`config.mk`:
```
export PLATFORM = sky130hd
export DESIGN_NAME = multiword_add_seq
export DESIGN_NICKNAME = d
export VERILOG_FILES = /design/src/rtl/multiword_add_seq.sv
export SDC_FILE = /design/constraint.sdc
export NUM_CORES = 1
export LEC_CHECK = 0
export CORE_MARGIN = 3
export CORE_UTILIZATION = 60
export DETAILED_ROUTE_END_ITERATION = 12
export DONT_BUFFER_PORTS = 1
export GPL_TIMING_DRIVEN = 0
export PLACE_DENSITY_LB_ADDON = 0.12
export SKIP_CTS_REPAIR_TIMING = 1
export SLEW_MARGIN = 30
export SYNTH_ARGS = -nofsm -noshare
export SYNTH_HDL_FRONTEND = slang
export SYNTH_SLANG_ARGS = --single-unit
```
`constraint.sdc`:
```
create_clock -name clk -period 5.5 [get_ports clk]
set_clock_uncertainty 0.1 [all_clocks]
set_input_delay 1.65 -clock clk [delete_from_list [all_inputs] [get_ports clk]]
set_output_delay 1.65 -clock clk [all_outputs]
set_load 0.01 [all_outputs]
```
`src/rtl/multiword_add_seq.sv`:
```
`default_nettype none
`timescale 1ns/1ps
// +----------------------------------------------------------------------------+
// | Module : multiword_add_seq                                                 |
// | Brief  : Streams WORDS*16-bit add/sub through an external 16-bit adder,    |
// |          one slice per cycle LSW first, and returns sum, carry, overflow.  |
// | Rev    : 1.0  initial release                                              |
// +----------------------------------------------------------------------------+
module multiword_add_seq #(
  parameter int WORDS = 4
) (
  input  logic                clk,
  input  logic                rst_n,
  input  logic                in_valid,
  output logic                in_ready,
  input  logic [WORDS*16-1:0] in_a,
  input  logic [WORDS*16-1:0] in_b,
  input  logic                in_sub,
  output logic [15:0]         add_a,
  output logic [15:0]         add_b,
  output logic                add_cin,
  input  logic [15:0]         add_s,
  input  logic                add_cout,
  output logic                out_valid,
  input  logic                out_ready,
  output logic [WORDS*16-1:0] out_sum,
  output logic                out_cout,
  output logic                out_ovf
);

  localparam int W  = WORDS * 16;
  localparam int CW = (WORDS > 1) ? $clog2(WORDS) : 1;
  localparam logic [CW-1:0] CNT_LAST = CW'(WORDS - 1);

  localparam logic [1:0] S_IDLE = 2'd0;
  localparam logic [1:0] S_RUN  = 2'd1;
  localparam logic [1:0] S_DONE = 2'd2;

  logic [1:0]    state_q, state_d;
  logic [CW-1:0] cnt_q, cnt_d;
  logic          carry_q, carry_d;
  logic          sub_q, sub_d;
  logic [W-1:0]  a_q, a_d;
  logic [W-1:0]  b_q, b_d;
  logic [W-1:0]  sum_q, sum_d;
  logic          cout_q, cout_d;
  logic          ovf_q, ovf_d;

  logic [W-1:0]  a_shift;
  logic [W-1:0]  b_shift;

  // Selecting the active slice by shifting keeps the index math within cnt width.
  assign a_shift = a_q >> {cnt_q, 4'b0000};
  assign b_shift = b_q >> {cnt_q, 4'b0000};

  always_ff @(posedge clk or negedge rst_n) begin
    if (!rst_n) begin
      state_q <= S_IDLE;
    end else begin
      state_q <= state_d;
    end
  end

  always_ff @(posedge clk or negedge rst_n) begin
    if (!rst_n) begin
      cnt_q   <= '0;
      carry_q <= 1'b0;
      sub_q   <= 1'b0;
      a_q     <= '0;
      b_q     <= '0;
      sum_q   <= '0;
      cout_q  <= 1'b0;
      ovf_q   <= 1'b0;
    end else begin
      cnt_q   <= cnt_d;
      carry_q <= carry_d;
      sub_q   <= sub_d;
      a_q     <= a_d;
      b_q     <= b_d;
      sum_q   <= sum_d;
      cout_q  <= cout_d;
      ovf_q   <= ovf_d;
    end
  end

  always_comb begin
    state_d = state_q;
    cnt_d   = cnt_q;
    carry_d = carry_q;
    sub_d   = sub_q;
    a_d     = a_q;
    b_d     = b_q;
    sum_d   = sum_q;
    cout_d  = cout_q;
    ovf_d   = ovf_q;
    case (state_q)
      S_IDLE: begin
        if (in_valid) begin
          a_d     = in_a;
          b_d     = in_b;
          sub_d   = in_sub;
          cnt_d   = '0;
          carry_d = in_sub;
          state_d = S_RUN;
        end
      end
      S_RUN: begin
        for (int i = 0; i < WORDS; i++) begin
          if (cnt_q == CW'(i)) begin
            sum_d[i*16 +: 16] = add_s;
          end
        end
        carry_d = add_cout;
        if (cnt_q == CNT_LAST) begin
          // On the top slice add_a/add_b carry the operand sign bits (B already inverted for sub).
          cout_d  = add_cout;
          ovf_d   = (add_a[15] == add_b[15]) && (add_s[15] != add_a[15]);
          cnt_d   = '0;
          state_d = S_DONE;
        end else begin
          cnt_d = cnt_q + CW'(1);
        end
      end
      S_DONE: begin
        if (out_ready) begin
          state_d = S_IDLE;
        end
      end
      default: begin
        state_d = S_IDLE;
      end
    endcase
  end

  always_comb begin
    in_ready  = (state_q == S_IDLE);
    out_valid = (state_q == S_DONE);
    out_sum   = sum_q;
    out_cout  = cout_q;
    out_ovf   = ovf_q;
    add_a     = 16'd0;
    add_b     = 16'd0;
    add_cin   = 1'b0;
    if (state_q == S_RUN) begin
      add_a   = a_shift[15:0];
      add_b   = b_shift[15:0] ^ {16{sub_q}};
      add_cin = carry_q;
    end
  end

endmodule
`default_nettype wire

```
# After elaboration in Yosys (flattened, before gate mapping)
# Cells that the tools add are included.
# totals
regBits,200
input_bits,150
out_inout_bits,101
# op_classes
addsub,1
n_eq_ne,10
shift,2
n_mux,12
n_bitwise,1
reduce_logical,11
# op_table
operator,count
>> shifter 64 x 6 -> 16 bit,2
2-to-1 mux 16 bit,2
bitwise XOR 16 bit,1
AND reduction 2 bit,6
2-to-1 mux 2 bit,5
"== test 2 bit, second input constant",3
one-hot mux 2 bit (3 select lines),1
"== test 2 x 1 -> 1 bit, second input constant",2
zero test 2 bit,2
"inequality test 2 bit, second input constant",2
one-hot mux 2 bit (2 select lines),1
AND reduction 3 bit,1
"adder 2 x 1 -> 2 bit, second input constant",1
2-to-1 mux 1 bit,2
"inequality test 2 x 1 -> 1 bit, second input constant",1
one-hot mux 1 bit (2 select lines),1
nonzero test 2 bit,1
== test 1 bit,1
logical AND 1 bit,1
inequality test 1 bit,1

# Logic depth before layout (Yosys ltp)
# Gate-level depths: netlist of the first run.
# depth
depth_word,5
ltp_mapped,7
ltp_nobuf,4

# Worst setup path before layout of the first run
# No wires, ideal clock.
# synth_timing
path_kind,reg2out
start,register cnt_q[0]
end,output add_b[10]
t_arrival_ps,1548
required_time_ps,3750
slack_ps,2202
stages_incl_launch_ff,6
path_buffers,2
path_cell_list,dfrtp_1 buf_6 buf_4 mux4_2 xnor2_1 nor2_1
# synth_between
elab_chain_cells,3
# synth_rtl
item,line_no,rtl
from (decl),40,"logic [CW-1:0] cnt_q, cnt_d;"
from (signal assigned),75,cnt_q <= cnt_d;
>> shifter 64 x 6 -> 16 bit,54,"assign b_shift = b_q >> {cnt_q, 4'b0000};"
bitwise XOR 16 bit,146,add_b = b_shift[15:0] ^ {16{sub_q}};
2-to-1 mux 16 bit,144,if (state_q == S_RUN) begin
to (decl),20,"output logic [15:0] add_b,"
# Every way passes these cells.

# Worst setup path in the final report of the first run
# layout_timing
start,register cnt_q[1]
end,output add_a[5]
# layout_between
elab_chain_cells,2
# layout_rtl
item,line_no,rtl
>> shifter 64 x 6 -> 16 bit,53,"assign a_shift = a_q >> {cnt_q, 4'b0000};"
2-to-1 mux 16 bit,144,
to (decl),19,"output logic [15:0] add_a,"
# Every way passes these cells.

==> impl_metrics.yaml, run 1 <==
status:
  status: "finished, final reports clean"
placed_design:
  placedCellCount: 993
  hpwl_mm: 15.54
  port_buffers: 0
  place.gp.congestion: 0.8483
  place_area_sq_um: 8859
  pre_cts_slack_ns: 1.812
cells_and_area:
  instances_no_fill: 1025
  drive_gt1_share_pct: 17.99
  area_growth_pct: 9.362
  final_core_util_pct: 67.50
  final_cell_area_sq_um: 9442
  nets: 986
  diodes: 0
  n_fill_cell: 1090
drt:
  drc: 0
  antenna_left: 0
  dr.pass1.iters: 5
  wl_met1_mm: 8.319
  wirelength_mm: 21.99
  wl_per_cell_microns: 21.46
  dr_wl_met2_mm: 10.96
  drt_iter0_markers: 421
  wl_met3_mm: 2.095
  routed.top_layer: "met4"
  via_per_inst: 5.825
  vias: 5971
floorplanning:
  row_count: 43
  initial_utilization_pct: 61.72
  fp.dieW_microns: 126.0
  io_pins: 251
  dieArea_sq_um: 15860
  core-area_sq_um: 13990
  die_h_microns: 126.0
critical_path:
  crit_required_ns: 3.75
  rrSetupSlack_ns: 2.53
  cp-start-kind: "flip-flop"
  crit_type: "flip-flop to primary output"
  path_max_fanout: 10
  worstPathArrival_ns: 2.38
  endpoint_kind: "primary output"
power:
  p_sw_share_pct: 37.89
  total_power_mw: 6.436
  peakVddDrop_mv: 0.2790
  p_switching_mw: 2.439
  p_seq_share_pct: 42.8
  p_leak_nw: 4.643
  power.internal_mw: 3.997
  p_per_area_nw_per_um2: 681.6
  power_frac_clock_pct: 19.1
  comb_power_share_pct: 38.1
timing:
  rsz0062_at_grt: "false"
  hold_violations: 0
  fin_crit_ns: 4.130
  tightest_slew_ns: 0.7002
  layout_setup_ws_ns: 1.370
  fin_crit_sh_pct: 75.08
  fmax_mhz: 242.2
  slew-limit-headroom_pct: 53.32
  setup_viol: 0
  hold-worst-slack_ns: 0.3692
  timing_max_transition_violations_final: 0
  finalSetupTns_ns: 0
yosys:
  seq_area_frac_synth_pct: 57.97
  ys_types: 22
  synthCells: 813
  synth.area.top_cells: "dfrtp_1 (58%), nand2_1 (17%), mux2_2 (8.3%), mux4_2 (8.3%), xnor2_1 (1.5%)"
  synth_top_area_cell: "dfrtp_1"
  syn_nets: 967
  syn_area_per_cell_sq_um: 10.62
  synthTopCellsByCount: "nand2_1 (396), dfrtp_1 (200), mux2_2 (64)"
  synth_top_area_share_pct: 57.97
  synth_ff_type: "dfrtp_1"
  synthArstFlopShare_pct: 100.0
  yosysWarnings: 0
  synth-edff-count: 0
  yosysMostFrequentCell: "nand2_1"
  netlist_area_sq_um: 8633
  synth-seq-cells: 200
clock_network:
  cts_tree: "built"
  cts.sinks: 200
  clkTransAtPathRegs_ns: 0.07
  cts_root_buf: "clkbuf_16"
  clock_path_buffers: 2
  clk_latency_ns: 0.43
  cts-htree-levels: 4
  cts_made_buffers: 17
hold_path:
  hp-class: "flip-flop to flip-flop"
global_routing:
  antenna_found_initial: 0
  grt_pass1_wl_mm: 34.56
  overflow: 0
  grt_max_degree: 201
  grt.total_usage_pct: 28.27
  grt_pass1_vias: 6487
flow_run:
  maxCapViolCount: 0
[power groups by stage]
stage | logic (mW) | clock network [mW] | registers [mW]
5_1_grt | 2.71 | 1.31 | 2.83
2_1_floorplan | 1.95 | 0 | 2.61
6_report | 2.45 | 1.23 | 2.75
3_5_place_dp | 2.46 | 0 | 2.78
4_1_cts | 2.48 | 1.25 | 2.75
3_3_place_gp | 2.37 | 0 | 2.71
[routing by layer]
metal / track usage (%) / up-vias
met2: 46.51 / 270
met4: 11.23 / 0
met5: 0 / -
met3: 9.627 / 45
li1: - / 2642
met1: 34.71 / 3014
[flip-flops by register name (all words and copies together), names as in the netlist]
signal,count
a_q,64
b_q,64
out_cout,1
out_ovf,1
carry_q,1
sub_q,1
cnt_q,2
state_q,2
out_sum,64
[worst paths after layout]
kind | startpoint | endpoint | depth (start not counted)
hold / removal | b_q[57] | b_q[57] | 2
setup / recovery | cnt_q[1] | add_a[5] | 4
max in group asynchronous | rst_n | cnt_q[0] | 0
hold reg to reg | b_q[57] | b_q[57] | 2
min in group asynchronous | rst_n | out_sum[50] | 0
setup reg to reg | cnt_q[1] | out_sum[9] | 7
[worst max-delay path: stages, from the launching register on]
cell	delay, ns
dfrtp_1	0.38
clkbuf_1	0.35
clkbuf_1	0.59
mux4_2	0.40
and2_1	0.23
[cell usage in the layout (no fill, tap or decap)]
| master | synthesis | layout |
|---|---|---|
| buf_6 | 1 | 1 |
| o31ai_1 | 2 | 2 |
| and2_1 | 18 | 18 |
| o21ai_0 | 2 | 2 |
| nand2b_1 | 2 | 2 |
| nand3_1 | 4 | 4 |
| nor2b_1 | 1 | 1 |
| clkinv_2 | 0 | 4 |
| nor3b_1 | 1 | 1 |
| nand2_1 | 396 | 396 |
| inv_1 | 3 | 3 |
| clkinvlp_4 | 0 | 1 |
| ha_1 | 4 | 4 |
| xnor2_2 | 1 | 1 |
| mux2_2 | 64 | 64 |
| clkbuf_16 | 0 | 17 |
| nor4b_1 | 1 | 1 |
| mux4_2 | 32 | 32 |
| inv_6 | 0 | 1 |
| a211o_1 | 1 | 1 |
| clkbuf_1 | 24 | 26 |
| clkbuf_8 | 0 | 2 |
| clkinv_4 | 0 | 3 |
| nor2_1 | 17 | 17 |
| xnor2_1 | 15 | 15 |
| bufinv_16 | 0 | 2 |
| buf_2 | 22 | 22 |
| buf_4 | 2 | 2 |
| dfrtp_1 | 200 | 200 |
[layout make-up]
class | instances | area (sq um) | share of cell area, %
Sequential cell | 200 | 5005 | 53.01
Buffer | 49 | 226.5 | 2.399
Multi-Input combinational cell | 561 | 3391 | 35.91
Clock buffer | 21 | 460.4 | 4.877
Tap cell | 180 | 225.2 | 2.385
Inverter | 3 | 11.26 | 0.1193
Clock inverter | 11 | 122.6 | 1.299
[cell families after synthesis]
| logic type | count (synthesis) | synth area share (%) |
|---|---|---|
| simple gates | 440 | 19.90 |
| flops | 200 | 57.97 |
| mux | 96 | 16.70 |
| fa+ha+maj | 4 | 0.5797 |
| compound gates | 5 | 0.3913 |
| xor+xnor | 16 | 1.710 |
| buf+inv | 52 | 2.754 |
No activity file was read; power rests on OpenSTA's default activity.
==> run 2: changes to the inputs <==
--- a/config.mk
+++ b/config.mk
@@ -6,7 +6,7 @@
 export NUM_CORES = 1
 export LEC_CHECK = 0
 export CORE_MARGIN = 3
-export CORE_UTILIZATION = 60
+export CORE_UTILIZATION = 57
 export DETAILED_ROUTE_END_ITERATION = 12
 export DONT_BUFFER_PORTS = 1
 export GPL_TIMING_DRIVEN = 0
==> constraint.sdc (replaced) <==
create_clock -name clk -period 3.5 [get_ports clk]
set_clock_uncertainty 0.1 [all_clocks]
set_input_delay 1.05 -clock clk [delete_from_list [all_inputs] [get_ports clk]]
set_output_delay 1.05 -clock clk [all_outputs]
set_load 0.01 [all_outputs]
==> run 2 against run 1 <==
Effect of this change: clock power up 59%; via count shrank 1.5%; sequential share of layout area fell by 0.091 points; non-clock buffer count shrank 1; first-iteration DRC count increased by 6.4%; hold slack lost 0.15 ns; sequential power is 57% higher; combinational power is 57% higher; total power grew 57%; core utilization shrank 3.2 points; critical path type unchanged.
==> impl_metrics.yaml, run 2 (synthesis results as in run 1) <==
global_routing:
  antenna_found_initial: 0
  grt.total_usage_pct: 26.25
  grt_max_degree: 201
  grt_pass1_wl_mm: 33.18
  overflow: 0
  grt_pass1_vias: 6298
drt:
  drc: 0
  dr.pass1.iters: 5
  wirelength_mm: 21.54
  antenna_left: 0
  via_per_inst: 5.724
  drt_iter0_markers: 448
  vias: 5884
  wl_per_cell_microns: 20.96
timing:
  timing_max_transition_violations_final: 0
  hold_violations: 0
  rsz0062_at_grt: "false"
  slew-limit-headroom_pct: 49.47
  fin_crit_ns: 3.348
  setup_viol: 0
  tightest_slew_ns: 0.7580
  hold-worst-slack_ns: 0.2189
  finalSetupTns_ns: 0
  fmax_mhz: 298.7
  fin_crit_sh_pct: 95.65
cells_and_area:
  drive_gt1_share_pct: 18.13
  diodes: 0
  layout_common_cells: "nand2_1 (396), dfrtp_1 (200), mux2_2 (64)"
  n_fill_cell: 1180
  area_growth_pct: 9.551
  final_common_cell: "nand2_1"
  nets: 985
floorplanning:
  initial_utilization_pct: 58.73
  core-area_sq_um: 14700
  io_pins: 251
  fp.dieW_microns: 129.1
  dieArea_sq_um: 16660
  die_h_microns: 129.1
  row_count: 44
clock_network:
  cts_made_buffers: 17
  clkTransAtPathRegs_ns: 0.07
  clock_path_buffers: 2
  cts_tree: "built"
  cts_root_buf: "clkbuf_16"
  clk_latency_ns: 0.42
  cts-htree-levels: 4
  cts.sinks: 200
power:
  peakVddDrop_mv: 0.4305
  p_seq_share_pct: 42.7
  p_per_area_nw_per_um2: 1070
  comb_power_share_pct: 37.9
  p_sw_share_pct: 37.67
  power_frac_clock_pct: 19.4
  power.internal_mw: 6.306
  p_switching_mw: 3.811
  p_leak_nw: 4.645
critical_path:
  crit_type: "flip-flop to primary output"
  max_stage_delay_ns: 0.55
  worstPathArrival_ns: 2.20
  path_max_fanout: 10
  path_cells: "buf_6, buf_4, mux4_2, xnor2_1, nor2_1"
  cp-start-kind: "flip-flop"
  rrSetupSlack_ns: 0.95
  endpoint_kind: "primary output"
  crit_required_ns: 2.35
  cpMaxStageDelayCell: "mux4_2"
status:
  status: "finished, final reports clean"
placed_design:
  port_buffers: 0
  hpwl_mm: 15.30
  place.gp.congestion: 0.8628
hold_path:
  hp-class: "input port to asynchronous set/reset pin"
flow_run:
  maxCapViolCount: 0
run 2: changes by cell type in the layout (fill, tap and decap cells not counted), sizes merged:
cell	delta
clkbuf	+1
clkinv	-2
run 2: power by group through the flow:
stage / logic, mW / registers [mW] / clock network, mW
detailed placement: 3.87 / 4.34 / 0
floorplan: 3.07 / 4.11 / 0
global placement: 3.75 / 4.27 / 0
global route: 4.24 / 4.46 / 2.08
CTS: 3.90 / 4.31 / 1.99
finish: 3.84 / 4.32 / 1.96
run 2: per-stage QoR:
stage | instance area [sq um] | total power, mW | setup slack, ns | std cells | util [%]
after floorplan | 8633 | 7.172 | 0.8022 | 813 | -
after global placement | 8864 | 8.012 | 0.3937 | 997 | 60.30
final | 9458 | 10.12 | 0.1522 | 1028 | 64.34
after global routing | 9458 | 10.78 | 0.01857 | 1028 | 64.34
after detailed placement | 8864 | 8.218 | 0.4525 | 997 | 60.30
after CTS | 9458 | 10.19 | -0.009766 | 1029 | 64.34
run 2: path summary, 6_finish.rpt:
kind                          start           to  depth (start not counted)
setup / recovery           cnt_q[0]     add_b[8]                          5
hold / removal                rst_n      b_q[37]                          0
setup reg to reg           cnt_q[1]  out_sum[29]                          6
hold reg to reg             b_q[40]      b_q[40]                          2
max in group asynchronous     rst_n  out_sum[29]                          0
min in group clk            b_q[40]      b_q[40]                          2
run 2: worst max-delay path: cells and delay by family (launching register included):
family | cells | cell delay (ns)
flip-flops | 1 | 0.40
XOR/XNOR | 1 | 0.15
buffers and inverters | 2 | 0.44
multiplexers | 1 | 0.55
AND/OR/NAND/NOR | 1 | 0.24
run 2: final cells by class:
cell class                 instances  area (sq um)  share of cell area (%)
multi-input combinational        561          3393                   35.88
tap                              184         230.2                   2.434
inverter                           3         11.26                  0.1191
buffer                            48         224.0                   2.368
sequential                       200          5005                   52.92
clock buffer                      23         478.0                   5.054
clock inverter                     9         116.4                   1.230
run 2: per-layer routing:
layer	GRT usage, %	up-vias	part of all wire (%)
met2	43.05	286	49
met1	32.94	2911	38
met4	8.894	0	2.1
met3	9.027	34	11
met5	0	-	0
li1	-	2653	-
